===== config.mk =====
export PLATFORM = sky130hd
export DESIGN_NAME = decode_sequencer_flat
export DESIGN_NICKNAME = d
export VERILOG_FILES = /design/src/rtl/decode_sequencer_pkg.sv /design/src/rtl/decode_sequencer_if.sv /design/src/rtl/decode_sequencer_opcode_decode.sv /design/src/rtl/decode_sequencer.sv /design/src/flat_wrapper.sv
export SDC_FILE = /design/constraint.sdc
export NUM_CORES = 1
export LEC_CHECK = 0
export CAP_MARGIN = 20
export CORE_MARGIN = 2
export CORE_UTILIZATION = 48
export DETAILED_ROUTE_END_ITERATION = 10
export GPL_TIMING_DRIVEN = 1
export PLACE_DENSITY = 0.89
export SLEW_MARGIN = 20
export SYNTH_ARGS = -nofsm -noshare
export SYNTH_HDL_FRONTEND = slang
export SYNTH_SLANG_ARGS = --single-unit

===== constraint.sdc =====
create_clock -name clk -period 3.8 [get_ports clk]
set_input_delay 0.76 -clock clk [delete_from_list [all_inputs] [get_ports clk]]
set_output_delay 0.76 -clock clk [all_outputs]
set_load 0.005 [all_outputs]

===== src/rtl/decode_sequencer_pkg.sv =====
// ---------------------------------------------------------------------------
// decode_sequencer_pkg
// Purpose : shared constants for the decode sequencer slice. Holds opcode
//           values, ALU operation codes, ctrl bit-field positions, the
//           sequencer state enum and the single-cycle decode record.
// Ports   : none (package).
// Config  : DECODE_SEQ_IRQ_EN is consumed by decode_sequencer, not here.
// ---------------------------------------------------------------------------
package decode_sequencer_pkg;

  localparam int CTRL_W = 10;
  localparam int ALU_W  = 5;

  // Bit positions inside ctrl = {IR,IW,MR,MW,MTR,ALU_src,RW,Branch,SetC,CLRC}
  localparam int CTRL_IR      = 9;
  localparam int CTRL_IW      = 8;
  localparam int CTRL_MR      = 7;
  localparam int CTRL_MW      = 6;
  localparam int CTRL_MTR     = 5;
  localparam int CTRL_ALU_SRC = 4;
  localparam int CTRL_RW      = 3;
  localparam int CTRL_BRANCH  = 2;
  localparam int CTRL_SETC    = 1;
  localparam int CTRL_CLRC    = 0;

  // Register-to-register ALU instruction: write back the ALU result only.
  localparam logic [CTRL_W-1:0] ALU_SIGNALS = 10'b0000001000;
  // LDM immediate cycle: immediate operand into the ALU, then write back.
  localparam logic [CTRL_W-1:0] LDM_SIGNALS = 10'b0000011000;

  // Opcodes
  localparam logic [4:0] OP_NOP  = 5'd0;
  localparam logic [4:0] OP_SETC = 5'd1;
  localparam logic [4:0] OP_CLRC = 5'd2;
  localparam logic [4:0] OP_NOT  = 5'd3;
  localparam logic [4:0] OP_INC  = 5'd4;
  localparam logic [4:0] OP_DEC  = 5'd5;
  localparam logic [4:0] OP_OUT  = 5'd6;
  localparam logic [4:0] OP_IN   = 5'd7;
  localparam logic [4:0] OP_MOV  = 5'd8;
  localparam logic [4:0] OP_ADD  = 5'd9;
  localparam logic [4:0] OP_SUB  = 5'd10;
  localparam logic [4:0] OP_AND  = 5'd11;
  localparam logic [4:0] OP_OR   = 5'd12;
  localparam logic [4:0] OP_SHL  = 5'd13;
  localparam logic [4:0] OP_SHR  = 5'd14;
  localparam logic [4:0] OP_PUSH = 5'd15;
  localparam logic [4:0] OP_POP  = 5'd16;
  localparam logic [4:0] OP_LDM  = 5'd17;
  localparam logic [4:0] OP_LDD  = 5'd18;
  localparam logic [4:0] OP_STD  = 5'd19;
  localparam logic [4:0] OP_JZ   = 5'd20;
  localparam logic [4:0] OP_JN   = 5'd21;
  localparam logic [4:0] OP_JC   = 5'd22;
  localparam logic [4:0] OP_JMP  = 5'd23;
  localparam logic [4:0] OP_CALL = 5'd24;
  localparam logic [4:0] OP_RET  = 5'd25;
  localparam logic [4:0] OP_RTI  = 5'd26;

  // ALU operation codes
  localparam logic [ALU_W-1:0] ALU_NOP = 5'd0;
  localparam logic [ALU_W-1:0] ALU_ADD = 5'd1;
  localparam logic [ALU_W-1:0] ALU_SUB = 5'd2;
  localparam logic [ALU_W-1:0] ALU_AND = 5'd3;
  localparam logic [ALU_W-1:0] ALU_OR  = 5'd4;
  localparam logic [ALU_W-1:0] ALU_NOT = 5'd5;
  localparam logic [ALU_W-1:0] ALU_INC = 5'd6;
  localparam logic [ALU_W-1:0] ALU_DEC = 5'd7;
  localparam logic [ALU_W-1:0] ALU_SHL = 5'd8;
  localparam logic [ALU_W-1:0] ALU_SHR = 5'd9;
  localparam logic [ALU_W-1:0] ALU_MOV = 5'd10;
  localparam logic [ALU_W-1:0] ALU_STD = 5'd11;

  // Stack operation encodings for push_pop
  localparam logic [1:0] PP_NONE = 2'b00;
  localparam logic [1:0] PP_PUSH = 2'b01;
  localparam logic [1:0] PP_POP  = 2'b11;

  typedef enum logic [2:0] {
    IDLE,
    LDM_IMM,
    PUSH_PC,
    POP_PC,
    FLUSH
  } seq_state_t;

  // Result of the single-cycle opcode table
  typedef struct packed {
    logic [CTRL_W-1:0] ctrl;
    logic [ALU_W-1:0]  alu_op;
    logic [1:0]        push_pop;
    logic              is_push;
    logic              is_in;
  } dec_t;

  function automatic logic [CTRL_W-1:0] ctrlBit(input int pos);
    return CTRL_W'(1) << pos;
  endfunction

endpackage


===== src/rtl/decode_sequencer_if.sv =====
// ---------------------------------------------------------------------------
// decode_sequencer_if
// Purpose : bundles the decode-stage inputs and control outputs of the
//           decode sequencer.
// Signals : opcode/instr_valid/bubble/irq  - from F2D buffer, hazard unit, IRQ
//           ctrl/alu_op/push_pop/word_idx  - datapath and stack control
//           imm_phase/hold_fetch/squash    - pipeline sequencing
//           ccr_save/ccr_restore/is_push/is_in - CCR and data selects
// Modports: master (producer of inputs, e.g. a bench), slave (the sequencer).
// ---------------------------------------------------------------------------
interface decode_sequencer_if
  import decode_sequencer_pkg::*;
#(
  parameter int OPC_W = 5
);
  logic [OPC_W-1:0]  opcode;
  logic              instr_valid;
  logic              bubble;
  logic              irq;
  logic [CTRL_W-1:0] ctrl;
  logic [ALU_W-1:0]  alu_op;
  logic [1:0]        push_pop;
  logic [1:0]        word_idx;
  logic              imm_phase;
  logic              hold_fetch;
  logic              squash;
  logic              ccr_save;
  logic              ccr_restore;
  logic              is_push;
  logic              is_in;

  modport master (
    output opcode, instr_valid, bubble, irq,
    input  ctrl, alu_op, push_pop, word_idx, imm_phase, hold_fetch,
           squash, ccr_save, ccr_restore, is_push, is_in
  );

  modport slave (
    input  opcode, instr_valid, bubble, irq,
    output ctrl, alu_op, push_pop, word_idx, imm_phase, hold_fetch,
           squash, ccr_save, ccr_restore, is_push, is_in
  );
endinterface


===== src/rtl/decode_sequencer_opcode_decode.sv =====
// ---------------------------------------------------------------------------
// seq_opcode_decode
// Purpose : purely combinational table for single-cycle opcodes. Sequenced
//           opcodes (LDM, CALL, RET, RTI) and unknown opcodes come out as NOP;
//           the sequencer FSM overrides them.
// Ports   : i_opcode - opcode from the F2D buffer
//           o_dec    - ctrl, alu_op, push_pop, is_push, is_in for that opcode
// ---------------------------------------------------------------------------
module seq_opcode_decode
  import decode_sequencer_pkg::*;
#(
  parameter int OPC_W = 5
) (
  input  logic [OPC_W-1:0] i_opcode,
  output dec_t             o_dec
);

  // Opcode table; anything not listed falls through as NOP.
  always_comb begin
    o_dec        = '0;
    o_dec.alu_op = ALU_NOP;
    case (i_opcode)
      OPC_W'(OP_SETC): o_dec.ctrl = ctrlBit(CTRL_SETC);
      OPC_W'(OP_CLRC): o_dec.ctrl = ctrlBit(CTRL_CLRC);
      OPC_W'(OP_NOT):  begin o_dec.ctrl = ALU_SIGNALS; o_dec.alu_op = ALU_NOT; end
      OPC_W'(OP_INC):  begin o_dec.ctrl = ALU_SIGNALS; o_dec.alu_op = ALU_INC; end
      OPC_W'(OP_DEC):  begin o_dec.ctrl = ALU_SIGNALS; o_dec.alu_op = ALU_DEC; end
      OPC_W'(OP_MOV):  begin o_dec.ctrl = ALU_SIGNALS; o_dec.alu_op = ALU_MOV; end
      OPC_W'(OP_ADD):  begin o_dec.ctrl = ALU_SIGNALS; o_dec.alu_op = ALU_ADD; end
      OPC_W'(OP_SUB):  begin o_dec.ctrl = ALU_SIGNALS; o_dec.alu_op = ALU_SUB; end
      OPC_W'(OP_AND):  begin o_dec.ctrl = ALU_SIGNALS; o_dec.alu_op = ALU_AND; end
      OPC_W'(OP_OR):   begin o_dec.ctrl = ALU_SIGNALS; o_dec.alu_op = ALU_OR;  end
      OPC_W'(OP_SHL):  begin o_dec.ctrl = ALU_SIGNALS; o_dec.alu_op = ALU_SHL; end
      OPC_W'(OP_SHR):  begin o_dec.ctrl = ALU_SIGNALS; o_dec.alu_op = ALU_SHR; end
      OPC_W'(OP_OUT):  begin o_dec.ctrl = ctrlBit(CTRL_IW); o_dec.alu_op = ALU_MOV; end
      OPC_W'(OP_IN): begin
        o_dec.ctrl   = ctrlBit(CTRL_IR) | ctrlBit(CTRL_RW);
        o_dec.alu_op = ALU_MOV;
        o_dec.is_in  = 1'b1;
      end
      OPC_W'(OP_PUSH): begin
        o_dec.ctrl     = ctrlBit(CTRL_MW);
        o_dec.alu_op   = ALU_STD;
        o_dec.push_pop = PP_PUSH;
        o_dec.is_push  = 1'b1;
      end
      OPC_W'(OP_POP): begin
        o_dec.ctrl     = ctrlBit(CTRL_MR) | ctrlBit(CTRL_MTR) | ctrlBit(CTRL_RW);
        o_dec.push_pop = PP_POP;
      end
      OPC_W'(OP_LDD): begin
        o_dec.ctrl   = ctrlBit(CTRL_MR) | ctrlBit(CTRL_MTR) |
                       ctrlBit(CTRL_ALU_SRC) | ctrlBit(CTRL_RW);
        o_dec.alu_op = ALU_ADD;
      end
      OPC_W'(OP_STD): begin
        o_dec.ctrl   = ctrlBit(CTRL_MW) | ctrlBit(CTRL_ALU_SRC);
        o_dec.alu_op = ALU_STD;
      end
      OPC_W'(OP_JZ), OPC_W'(OP_JN), OPC_W'(OP_JC), OPC_W'(OP_JMP):
        o_dec.ctrl = ctrlBit(CTRL_BRANCH);
      default: ;
    endcase
  end

endmodule


===== src/rtl/decode_sequencer.sv =====
// ---------------------------------------------------------------------------
// decode_sequencer
// Purpose : decode-stage control unit with a small FSM for multi-cycle
//           instructions (LDM immediate, CALL push, RET/RTI pop + flush) and
//           interrupt entry.
// Ports   : clk   - clock, rising edge
//           rst_n - asynchronous active-low reset
//           bus   - decode_sequencer_if.slave (opcode/valid/bubble/irq in,
//                   control outputs out)
// Params  : PC_WORDS (1..4) stack words per saved PC,
//           FLUSH_DEPTH (1..7) squash cycles after RET/RTI, OPC_W opcode width.
// Config  : define DECODE_SEQ_IRQ_EN to build irq handling, the pending flag,
//           ccr_save and ccr_restore; without it irq is ignored and RTI acts
//           as RET.
// ---------------------------------------------------------------------------
module decode_sequencer
  import decode_sequencer_pkg::*;
#(
  parameter int PC_WORDS    = 2,
  parameter int FLUSH_DEPTH = 2,
  parameter int OPC_W       = 5
) (
  input  logic                clk,
  input  logic                rst_n,
  decode_sequencer_if.slave   bus
);

  localparam logic [1:0] LAST_WORD  = 2'(PC_WORDS - 1);
  localparam logic [2:0] FLUSH_LAST = 3'(FLUSH_DEPTH - 1);

  seq_state_t r_state;
  logic [1:0] r_wordCnt;
  logic [2:0] r_flushCnt;

  dec_t w_dec;
  logic w_idleValid, w_irqTake;
  logic w_opCall, w_opRet, w_opRti, w_opLdm, w_isRet;

  logic [CTRL_W-1:0] w_ctrl;
  logic [ALU_W-1:0]  w_aluOp;
  logic [1:0]        w_pushPop, w_wordIdx;
  logic w_immPhase, w_holdFetch, w_squash, w_ccrSave, w_ccrRestore;
  logic w_isPush, w_isIn;

  seq_opcode_decode #(.OPC_W(OPC_W)) u_decode (
    .i_opcode (bus.opcode),
    .o_dec    (w_dec)
  );

  assign w_idleValid = bus.instr_valid && !bus.bubble;
  assign w_opCall    = (bus.opcode == OPC_W'(OP_CALL));
  assign w_opRet     = (bus.opcode == OPC_W'(OP_RET));
  assign w_opRti     = (bus.opcode == OPC_W'(OP_RTI));
  assign w_opLdm     = (bus.opcode == OPC_W'(OP_LDM));
  assign w_isRet     = w_opRet || w_opRti;

`ifdef DECODE_SEQ_IRQ_EN
  logic r_irqPend, r_isRti;

  // Interrupts are only taken at an IDLE instruction boundary; a request
  // seen mid-sequence is remembered until then.
  assign w_irqTake = (r_state == IDLE) && (bus.irq || r_irqPend);

  // Pending-interrupt flag and RTI marker for the pop sequence.
  always_ff @(posedge clk or negedge rst_n) begin
    if (!rst_n) begin
      r_irqPend <= 1'b0;
      r_isRti   <= 1'b0;
    end else begin
      if (w_irqTake)
        r_irqPend <= 1'b0;
      else if (bus.irq && (r_state != IDLE))
        r_irqPend <= 1'b1;
      if ((r_state == IDLE) && !w_irqTake && w_idleValid && w_isRet)
        r_isRti <= w_opRti;
    end
  end
`else
  assign w_irqTake = 1'b0;
`endif

  // Sequencer state and counters. A call (or interrupt) pushes word 0 from
  // the IDLE decode cycle itself so the branch happens with the instruction;
  // returns use the IDLE cycle to dispatch and do every pop in POP_PC.
  always_ff @(posedge clk or negedge rst_n) begin
    if (!rst_n) begin
      r_state    <= IDLE;
      r_wordCnt  <= '0;
      r_flushCnt <= '0;
    end else begin
      case (r_state)
        IDLE: begin
          if (w_irqTake || (w_idleValid && w_opCall)) begin
            if (PC_WORDS > 1) begin
              r_state   <= PUSH_PC;
              r_wordCnt <= 2'd1;
            end
          end else if (w_idleValid && w_isRet) begin
            r_state   <= POP_PC;
            r_wordCnt <= LAST_WORD;
          end else if (w_idleValid && w_opLdm) begin
            r_state <= LDM_IMM;
          end
        end
        LDM_IMM: r_state <= IDLE;
        PUSH_PC: begin
          if (r_wordCnt == LAST_WORD) begin
            r_state   <= IDLE;
            r_wordCnt <= '0;
          end else begin
            r_wordCnt <= r_wordCnt + 2'd1;
          end
        end
        POP_PC: begin
          if (r_wordCnt == '0) begin
            r_state    <= FLUSH;
            r_flushCnt <= '0;
          end else begin
            r_wordCnt <= r_wordCnt - 2'd1;
          end
        end
        FLUSH: begin
          if (r_flushCnt == FLUSH_LAST) begin
            r_state    <= IDLE;
            r_flushCnt <= '0;
          end else begin
            r_flushCnt <= r_flushCnt + 3'd1;
          end
        end
        default: r_state <= IDLE;
      endcase
    end
  end

  // Output decode from state, counters and opcode. rst_n gates everything to
  // zero so outputs are quiet during reset without waiting for a clock.
  always_comb begin
    w_ctrl       = '0;
    w_aluOp      = ALU_NOP;
    w_pushPop    = PP_NONE;
    w_wordIdx    = '0;
    w_immPhase   = 1'b0;
    w_holdFetch  = 1'b0;
    w_squash     = 1'b0;
    w_ccrSave    = 1'b0;
    w_ccrRestore = 1'b0;
    w_isPush     = 1'b0;
    w_isIn       = 1'b0;
    if (rst_n) begin
      case (r_state)
        IDLE: begin
          if (w_irqTake) begin
            w_ctrl      = ctrlBit(CTRL_MW);
            w_pushPop   = PP_PUSH;
            w_holdFetch = (PC_WORDS > 1);
            w_ccrSave   = 1'b1;
          end else if (w_idleValid) begin
            if (w_opCall) begin
              w_ctrl      = ctrlBit(CTRL_MW) | ctrlBit(CTRL_BRANCH);
              w_aluOp     = ALU_STD;
              w_pushPop   = PP_PUSH;
              w_holdFetch = (PC_WORDS > 1);
            end else if (!w_isRet && !w_opLdm) begin
              w_ctrl    = w_dec.ctrl;
              w_aluOp   = w_dec.alu_op;
              w_pushPop = w_dec.push_pop;
              w_isPush  = w_dec.is_push;
              w_isIn    = w_dec.is_in;
            end
          end
        end
        LDM_IMM: begin
          w_ctrl     = LDM_SIGNALS;
          w_aluOp    = ALU_MOV;
          w_immPhase = 1'b1;
        end
        PUSH_PC: begin
          w_ctrl      = ctrlBit(CTRL_MW);
          w_pushPop   = PP_PUSH;
          w_wordIdx   = r_wordCnt;
          w_holdFetch = (r_wordCnt != LAST_WORD);
        end
        POP_PC: begin
          w_ctrl    = ctrlBit(CTRL_MR);
          w_pushPop = PP_POP;
          w_wordIdx = r_wordCnt;
`ifdef DECODE_SEQ_IRQ_EN
          w_ccrRestore = r_isRti && (r_wordCnt == '0);
`endif
        end
        FLUSH: w_squash = 1'b1;
        default: ;
      endcase
    end
  end

  assign bus.ctrl        = w_ctrl;
  assign bus.alu_op      = w_aluOp;
  assign bus.push_pop    = w_pushPop;
  assign bus.word_idx    = w_wordIdx;
  assign bus.imm_phase   = w_immPhase;
  assign bus.hold_fetch  = w_holdFetch;
  assign bus.squash      = w_squash;
  assign bus.ccr_save    = w_ccrSave;
  assign bus.ccr_restore = w_ccrRestore;
  assign bus.is_push     = w_isPush;
  assign bus.is_in       = w_isIn;

endmodule


===== src/flat_wrapper.sv =====
// flat-port wrapper written by rule: the top's interface ports become plain ports
module decode_sequencer_flat import decode_sequencer_pkg::*;
#(
  parameter int PC_WORDS    = 2,
  parameter int FLUSH_DEPTH = 2,
  parameter int OPC_W       = 5
)
  (clk, rst_n, bus_opcode, bus_instr_valid, bus_bubble, bus_irq, bus_ctrl, bus_alu_op, bus_push_pop, bus_word_idx, bus_imm_phase, bus_hold_fetch, bus_squash, bus_ccr_save, bus_ccr_restore, bus_is_push, bus_is_in);
  decode_sequencer_if #(.OPC_W(OPC_W)) bus_i ();
  input  logic clk;
  input  logic rst_n;
  input wire logic [$bits(bus_i.opcode)-1:0] bus_opcode;
  input wire logic [$bits(bus_i.instr_valid)-1:0] bus_instr_valid;
  input wire logic [$bits(bus_i.bubble)-1:0] bus_bubble;
  input wire logic [$bits(bus_i.irq)-1:0] bus_irq;
  output wire logic [$bits(bus_i.ctrl)-1:0] bus_ctrl;
  output wire logic [$bits(bus_i.alu_op)-1:0] bus_alu_op;
  output wire logic [$bits(bus_i.push_pop)-1:0] bus_push_pop;
  output wire logic [$bits(bus_i.word_idx)-1:0] bus_word_idx;
  output wire logic [$bits(bus_i.imm_phase)-1:0] bus_imm_phase;
  output wire logic [$bits(bus_i.hold_fetch)-1:0] bus_hold_fetch;
  output wire logic [$bits(bus_i.squash)-1:0] bus_squash;
  output wire logic [$bits(bus_i.ccr_save)-1:0] bus_ccr_save;
  output wire logic [$bits(bus_i.ccr_restore)-1:0] bus_ccr_restore;
  output wire logic [$bits(bus_i.is_push)-1:0] bus_is_push;
  output wire logic [$bits(bus_i.is_in)-1:0] bus_is_in;
  assign bus_i.opcode = bus_opcode;
  assign bus_i.instr_valid = bus_instr_valid;
  assign bus_i.bubble = bus_bubble;
  assign bus_i.irq = bus_irq;
  assign bus_ctrl = bus_i.ctrl;
  assign bus_alu_op = bus_i.alu_op;
  assign bus_push_pop = bus_i.push_pop;
  assign bus_word_idx = bus_i.word_idx;
  assign bus_imm_phase = bus_i.imm_phase;
  assign bus_hold_fetch = bus_i.hold_fetch;
  assign bus_squash = bus_i.squash;
  assign bus_ccr_save = bus_i.ccr_save;
  assign bus_ccr_restore = bus_i.ccr_restore;
  assign bus_is_push = bus_i.is_push;
  assign bus_is_in = bus_i.is_in;
  decode_sequencer #(.PC_WORDS(PC_WORDS), .FLUSH_DEPTH(FLUSH_DEPTH), .OPC_W(OPC_W)) u_core (.clk(clk), .rst_n(rst_n), .bus(bus_i));
endmodule

==> results of run 1 <==
[layout make-up]
type / instances / area [sq um]
clock buffer: 3 / 22.52
fill: 194 / 590.6
inverter: 7 / 26.28
multi-input combinational: 118 / 710.7
sequential: 8 / 200.2
tap: 27 / 33.78
timing repair buffer: 40 / 377.9
[flip-flops by register name (all words and copies together) (netlist names)]
register	count
u_core.r_flushCnt	3
u_core.r_state	3
u_core.r_wordCnt	2
[power by group through the flow]
stage	registers [mW]	clock network, mW	logic, mW
CTS	0.114	0.0704	0.136
floorplan	0.111	0	0.0921
global placement	0.113	0	0.131
finish	0.114	0.0688	0.138
global route	0.116	0.0723	0.153
detailed placement	0.115	0	0.135
[placed cells by master (no fill, tap or decap), types with 3 or more instances in the layout]
cell type / n
dfrtp_1: 8
o21ai_0: 11
nor2_1: 13
or3_1: 5
clkdlybuf4s50_1: 31
nand2b_1: 6
buf_4: 9
a21oi_1: 10
nand3_1: 3
nand3b_1: 3
clkbuf_4: 3
nand2_1: 13
ha_1: 3
nor4_1: 3
o22ai_1: 4
conb_1: 3
inv_1: 7
nor3_1: 7
[critical path, stage by stage]
cell,delay [ns]
clkdlybuf4s50_1,0.48
or3b_4,0.38
or2_4,0.25
or3_1,0.37
a21oi_1,0.16
clkdlybuf4s50_1,0.52
[through the flow]
| stage | setup slack, ns | hold slack, ns | instances | util, % |
|---|---|---|---|---|
| 2_1_floorplan | 0.9993 | 0.4644 | 146 | - |
| 6_report | 0.1215 | 0.5496 | 203 | 69.90 |
| 5_1_grt | 0.02545 | 0.5792 | 203 | 69.90 |
| 3_3_place_gp | 0.1649 | 0.5100 | 200 | 68.75 |
| 3_5_place_dp | 0.1332 | 0.5361 | 200 | 68.75 |
| 4_1_cts | 0.1298 | 0.5502 | 203 | 69.90 |
[worst max path at each step]
stage | start | to | depth (start not counted)
final | bus_opcode[4] | bus_ctrl[7] | 6
after CTS | bus_opcode[4] | bus_ctrl[7] | 6
after detailed placement | bus_opcode[4] | bus_ctrl[7] | 6
after global placement | bus_opcode[4] | bus_ctrl[7] | 6
after global routing | bus_instr_valid | bus_ctrl[1] | 6
after floorplan | bus_opcode[3] | bus_ctrl[7] | 5
[layer usage]
metal | up-vias | GRT usage, % | part of all wire (%)
li1 | 586 | - | -
met2 | 66 | 46.89 | 50
met4 | 0 | 12.96 | 2.2
met3 | 7 | 2.424 | 7.4
met5 | - | 0 | 0
met1 | 578 | 31.83 | 40
[cells by family after synthesis]
family	Yosys count	synth area share [%]
simple gates	69	37.59
mux	2	2.005
xor+xnor	1	0.8774
other cells	1	0.3756
buf+inv	20	9.524
compound gates	40	25.82
fa+ha+maj	3	3.760
flops	8	20.05
==> flow_metrics.tcl, run 1 <==
set metrics [dict create \
    status "complete, no violations" \
    fin_nets 191 \
    cp_max_fo 4 \
    drt_iter0_markers 53 \
    synth_cell_types 43 \
    worstHoldPathType "reg -> reg" \
    reg2reg_depth 4 \
    cts_hold_buf 0 \
    setup_tns_ns 0 \
    portBuffers 31 \
    fin_crit_ns 3.679 \
    worstHoldPathCells 1 \
    reg2reg_slack_ns 2.09 \
    synth_top_area_share_pct 20.05 \
    clk_pin_slew_worst_paths_ns 0.06 \
    rsz0062_at_grt "false" \
    crit_required_ns 3.04 \
    wire_per_inst_microns 15.32 \
    dieArea_sq_um 2461 \
    io_pins 36 \
    switching_share_pct 38.71 \
    start_util_pct 50.89 \
    netlist_area_sq_um 998.5 \
    leakage_nw 0.5148 \
    vdd.ir_drop.worst_mv 0.2455 \
    netlist_instances 144 \
    slew_viol_final 0 \
    power_mw 0.3209 \
    p_seq_share_pct 35.6 \
    synth.avg_cell_area_sq_um 6.934 \
    drive_above_1_share_pct 9.659 \
    postRouteAntennaNets 0 \
    synth_edf_count 0 \
    arrival_ns 2.92 \
    grt_pass1_wl_mm 5.133 \
    clkPwrFrac_pct 21.4 \
    overflow 0 \
    drt-pass1-iter-count 4 \
    p_int_mw 0.1967 \
    worst_clock_skew_ns 0.007201 \
    ys_async_sr_fraction_pct 100.0 \
    postLayoutCellArea_sq_um 1371 \
    gp_congestion 0.8907 \
    setup_viol 0 \
    synthFlopType "dfrtp_1" \
    cp-end-kind "output pin" \
    remaining_drc_errors 0 \
    core-area_sq_um 1962 \
    ys_seq_elements 8 \
    vias 1237 \
    numClockSinks 8 \
    die_x_microns 49.61 \
    clock_path_buffers 2 \
    cts_setup_buffers 0 \
    vias_per_cell 6.094 \
    drv_cap 0 \
    syn_to_final_growth_pct 37.34 \
    rr_startpoint "u_core.r_state[0]" \
    clk_latency_ns 0.27 \
    dp_hpwl_mm 2.340 \
    grt_antenna_before_repair 0 \
    hold_viol_final 0 \
    antenna_cells 0 \
    cp-start-kind "primary input" \
    synth_top_area_cell "dfrtp_1" \
    grt_pass1_vias 1112 \
    hp-start "u_core.r_flushCnt[0]" \
    yosys_warnings 0 \
    cts_tree "built" \
    placed_area_sq_um 1349 \
    holdPathEnd "u_core.r_flushCnt[0]" \
    track_usage_pct 26.51 \
    fin_crit_sh_pct 96.80 \
    htree_levels 1 \
    cts_root_buf "clkbuf_4" \
    critPathKind "in -> out" \
    drt-total-wl_mm 3.110 \
    power_density_nw_per_um2 234.0 \
    cts_buffers 3 \
    cts_resized 0 \
    p_comb_share_pct 42.9 \
    yosysSeqAreaShare_pct 20.05 \
    synth.top_cells.by_count "nand2_1, nor2_1, o21ai_0, a21oi_1" \
    netlist_top_cells_area "dfrtp_1, o21ai_0, a21oi_1" \
    switching_power_mw 0.1242 \
    grt_max_degree 18 \
    rows 16 \
    worst_r2r_endpoint "u_core.r_flushCnt[2]" \
    maxClockFrequency_mhz 271.8 \
    die_h_microns 49.61 \
]
No activity file was read; power rests on OpenSTA's default activity.
==> inputs of run 2 (changes only) <==
--- a/config.mk
+++ b/config.mk
@@ -5,13 +5,15 @@
 export SDC_FILE = /design/constraint.sdc
 export NUM_CORES = 1
 export LEC_CHECK = 0
+export ABC_CLOCK_PERIOD_IN_PS = 3800
 export CAP_MARGIN = 20
 export CORE_MARGIN = 2
-export CORE_UTILIZATION = 48
+export CORE_UTILIZATION = 25
 export DETAILED_ROUTE_END_ITERATION = 10
 export GPL_TIMING_DRIVEN = 1
-export PLACE_DENSITY = 0.89
+export PLACE_DENSITY = 0.54
 export SLEW_MARGIN = 20
 export SYNTH_ARGS = -nofsm -noshare
 export SYNTH_HDL_FRONTEND = slang
 export SYNTH_SLANG_ARGS = --single-unit
+export TNS_END_PERCENT = 20
==> flow_metrics.tcl, run 2 (synthesis gave the netlist of run 1 again) <==
set metrics [dict create \
    antenna_cells 0 \
    status "complete, no violations" \
    leakage_nw 0.5273 \
    crit_required_ns 3.04 \
    setup_tns_ns 0 \
    drt_iter0_markers 85 \
    htree_levels 1 \
    grt_max_degree 18 \
    numClockSinks 8 \
    final_core_util_pct 38.03 \
    slew_viol_final 0 \
    clkPwrFrac_pct 28.7 \
    cts_resized 0 \
    vias_per_cell 5.333 \
    grt_pass1_wl_mm 5.202 \
    dp_hpwl_mm 2.456 \
    drt-total-wl_mm 3.230 \
    switching_share_pct 35.31 \
    start_util_pct 26.67 \
    worst_clock_skew_ns 0.002262 \
    die_h_microns 67.20 \
    power_density_nw_per_um2 250.2 \
    drv_cap 0 \
    drt-pass1-iter-count 4 \
    clock_path_buffers 2 \
    cts_setup_buffers 0 \
    postLayoutCellArea_sq_um 1424 \
    arrival_ns 2.92 \
    cts_buffers 3 \
    critPathKind "in -> out" \
    rows 22 \
    overflow 0 \
    wire_per_inst_microns 14.36 \
    dieArea_sq_um 4515 \
    rsz0062_at_grt "false" \
    vias 1200 \
    worstHoldPathType "reg -> reg" \
    cp-start-kind "primary input" \
    cp-end-kind "output pin" \
    syn_to_final_growth_pct 42.61 \
    switching_power_mw 0.1258 \
    placed_area_sq_um 1383 \
    final_common_cell "clkdlybuf4s50_1" \
    track_usage_pct 14.91 \
    p_seq_share_pct 32.2 \
    drive_above_1_share_pct 10.17 \
    gp_congestion 0.8802 \
    vdd.ir_drop.worst_mv 0.1091 \
    cts_hold_buf 0 \
    core-area_sq_um 3744 \
    fill_cells 429 \
    hold_viol_final 0 \
    fin_crit_ns 3.683 \
    maxClockFrequency_mhz 271.5 \
    die_x_microns 67.20 \
    fin_nets 192 \
    fin_crit_sh_pct 96.92 \
    io_pins 36 \
    setup_viol 0 \
    portBuffers 31 \
    cts_tree "built" \
    clk_pin_slew_worst_paths_ns 0.04 \
    p_int_mw 0.2304 \
    remaining_drc_errors 0 \
    reg_top3 "u_core.r_flushCnt (3), u_core.r_state (3), u_core.r_wordCnt (2)" \
    layout_common_cells "clkdlybuf4s50_1, nor2_1, nand2_1, o21ai_0" \
    power_mw 0.3562 \
    grt_pass1_vias 1098 \
    clk_latency_ns 0.23 \
    grt_antenna_before_repair 0 \
    cts_root_buf "clkbuf_8" \
    cp_max_fo 5 \
    postRouteAntennaNets 0 \
    p_comb_share_pct 39.1 \
]
==> run 2: changes by cell type in the layout (fill, tap and decap cells not counted), sizes merged <==
cell	previous run	this run
buf	9	10
==> run 2: metrics by stage <==
| step | hold WS (ns) | cells | setup WS [ns] |
|---|---|---|---|
| 2_1_floorplan | 0.4644 | 146 | 0.9993 |
| 3_3_place_gp | 0.5109 | 222 | 0.1218 |
| 3_5_place_dp | 0.5300 | 222 | 0.1033 |
| 4_1_cts | 0.5390 | 225 | 0.1033 |
| 5_1_grt | 0.5666 | 225 | 0.01383 |
| 6_report | 0.5474 | 225 | 0.1170 |
==> run 2: power by group through the flow <==
stage                     logic (mW)  clock network [mW]  registers, mW
after floorplan               0.0921                   0          0.111
after global placement         0.133                   0          0.113
after detailed placement       0.138                   0          0.116
after CTS                      0.138               0.106          0.114
after global routing           0.153               0.110          0.118
final                          0.139               0.102          0.115
==> run 2: final cells by class <==
cell class | instances | area, sq um | area share (%)
Clock buffer | 3 | 41.29 | 2.900
Inverter | 7 | 26.28 | 1.845
Multi-Input combinational cell | 118 | 710.7 | 49.91
Sequential cell | 8 | 200.2 | 14.06
Tap cell | 48 | 60.06 | 4.218
Timing Repair Buffer | 41 | 385.4 | 27.06
==> run 2: routing by layer <==
metal	wire length [microns]	global-route usage [%]	share of wire (%)	up-vias
li1	-	-	-	581
met2	1505	24.01	47	49
met4	24	2.806	0.74	0
met1	1419	20.22	44	566
met5	0	0	0	-
met3	281	3.833	8.7	4
==> run 2: critical path, cell delays in order <==
cell             delay (ns)
clkdlybuf4s50_1        0.47
or3b_4                 0.41
or2_4                  0.26
or3_1                  0.36
a21oi_1                0.15
clkdlybuf4s50_1        0.51
==> run 2: path summary, 6_finish.rpt <==
check / from / to / slack, ns / depth (start not counted)
worst min-delay path: u_core.r_flushCnt[1] / u_core.r_flushCnt[1] / 0.55 / 1
worst min register to register: u_core.r_flushCnt[1] / u_core.r_flushCnt[1] / 0.55 / 1
worst max register to register: u_core.r_state[0] / u_core.r_flushCnt[2] / 2.10 / 4
min in group asynchronous: rst_n / u_core.r_state[0] / 0.88 / 2
max in group asynchronous: rst_n / u_core.r_state[1] / 2.78 / 2
worst max-delay path: bus_opcode[4] / bus_ctrl[7] / 0.12 / 6
==> inputs of run 3 (changes only) <==
--- a/config.mk
+++ b/config.mk
@@ -5,8 +5,9 @@
 export SDC_FILE = /design/constraint.sdc
 export NUM_CORES = 1
 export LEC_CHECK = 0
-export ABC_CLOCK_PERIOD_IN_PS = 3800
+export ABC_CLOCK_PERIOD_IN_PS = 4500
 export CAP_MARGIN = 20
+export CORE_ASPECT_RATIO = 0.6
 export CORE_MARGIN = 2
 export CORE_UTILIZATION = 25
 export DETAILED_ROUTE_END_ITERATION = 10
==> constraint.sdc (replaced) <==
create_clock -name clk -period 4.5 [get_ports clk]
set_input_delay 0.9 -clock clk [delete_from_list [all_inputs] [get_ports clk]]
set_output_delay 0.9 -clock clk [all_outputs]
set_load 0.005 [all_outputs]
==> flow_metrics.tcl, run 3 (synthesis gave the netlist of run 1 again) <==
set metrics [dict create \
    fin_crit_ns 4.060 \
    antenna_cells 0 \
    cp_max_fo 9 \
    fin_crit_sh_pct 90.22 \
    worstHoldPathType "reg -> reg" \
    overflow 0 \
    cts_tree "built" \
    cp-start-kind "primary input" \
    vias 1174 \
    clkPwrFrac_pct 29.2 \
    drt_iter0_markers 99 \
    layout_common_cells "clkdlybuf4s50_1, nor2_1, nand2_1, o21ai_0, a21oi_1" \
    clk_pin_slew_worst_paths_ns 0.04 \
    grt_max_degree 18 \
    fin_nets 188 \
    cp-end-kind "output pin" \
    die_h_microns 52.95 \
    p_seq_share_pct 32.1 \
    numClockSinks 8 \
    switching_power_mw 0.1066 \
    portBuffers 31 \
    maxClockFrequency_mhz 246.3 \
    setup_viol 0 \
    final_common_cell "clkdlybuf4s50_1" \
    clk_latency_ns 0.23 \
    htree_levels 1 \
    postRouteAntennaNets 0 \
    dp_hpwl_mm 2.528 \
    leakage_nw 0.5083 \
    start_util_pct 26.67 \
    dp.cells 217 \
    cts_buffers 3 \
    reg_top3 "u_core.r_flushCnt (3), u_core.r_state (3), u_core.r_wordCnt (2)" \
    vias_per_cell 5.336 \
    final_core_util_pct 37.20 \
    gp_congestion 0.8613 \
    grt_pass1_vias 1034 \
    dieArea_sq_um 4532 \
    setup_tns_ns 0 \
    rows 17 \
    syn_to_final_growth_pct 39.47 \
    grt_pass1_wl_mm 5.202 \
    cts_hold_buf 0 \
    io_pins 36 \
    crit_required_ns 3.60 \
    core-area_sq_um 3744 \
    drv_cap 0 \
    wire_per_inst_microns 14.77 \
    die_x_microns 85.59 \
    p_int_mw 0.1923 \
    cts_setup_buffers 0 \
    slew_viol_final 0 \
    rsz0062_at_grt "false" \
    hold_viol_final 0 \
    worstHoldPathCells 1 \
    layout.cells.non_filler 220 \
    power_mw 0.2989 \
    reg2reg_depth 4 \
    p_comb_share_pct 38.7 \
    clock_path_buffers 2 \
    worst_clock_skew_ns 0.003058 \
    drt-pass1-iter-count 4 \
    critPathKind "in -> out" \
    grt_antenna_before_repair 0 \
    drive_above_1_share_pct 8.092 \
    cts_root_buf "clkbuf_8" \
    remaining_drc_errors 0 \
    status "complete, no violations" \
    drt-total-wl_mm 3.250 \
    power_density_nw_per_um2 214.7 \
    track_usage_pct 14.87 \
    vdd.ir_drop.worst_mv 0.1628 \
    switching_share_pct 35.67 \
    arrival_ns 3.16 \
    cts_resized 0 \
]
-- run 3: per-layer routing --
metal | wire length, microns | vias up | global-route usage (%)
met5 | 0 | - | 0
met4 | 0 | 0 | 1.587
met3 | 313 | 0 | 5.460
met2 | 1244 | 50 | 19.79
met1 | 1693 | 545 | 22.70
li1 | - | 579 | -
-- run 3: worst paths after layout --
kind,from,end,slack (ns)
setup / recovery,bus_instr_valid,bus_ctrl[1],0.44
hold / removal,u_core.r_flushCnt[1],u_core.r_flushCnt[1],0.53
setup reg to reg,u_core.r_state[0],u_core.r_flushCnt[2],2.80
hold reg to reg,u_core.r_flushCnt[1],u_core.r_flushCnt[1],0.53
max in group asynchronous,rst_n,u_core.r_state[0],3.34
min in group asynchronous,rst_n,u_core.r_wordCnt[0],1.01
-- run 3: final cells by class --
cell class / count / area (sq um)
tap: 47 / 58.81
multi-input combinational: 118 / 710.7
timing repair buffer: 37 / 355.3
inverter: 7 / 26.28
sequential: 8 / 200.2
fill: 405 / 2351
clock buffer: 3 / 41.29
-- run 3: worst max-delay path, cell delays in order --
cell             delay, ns
clkdlybuf4s50_1       0.44
nor3b_1               0.38
and2_1                0.29
nand2_1               0.26
nor4_1                0.33
clkdlybuf4s50_1       0.55
-- run 3: metrics by stage --
stage          hold slack, ns  setup WS (ns)  area (sq um)
4_1_cts                0.5322         0.4199          1393
5_1_grt                0.5592         0.2937          1393
6_report               0.5272         0.4401          1393
2_1_floorplan          0.4916          1.419          1006
3_3_place_gp           0.5118         0.4469          1351
3_5_place_dp           0.5225         0.4302          1351
-- run 3: power by group through the flow --
stage          sequential, mW  combinational (mW)  clock [mW]
2_1_floorplan          0.0939              0.0778           0
3_3_place_gp           0.0959               0.111           0
3_5_place_dp           0.0967               0.114           0
4_1_cts                0.0958               0.115      0.0884
5_1_grt                0.0978               0.129      0.0945
6_report               0.0959               0.116      0.0874
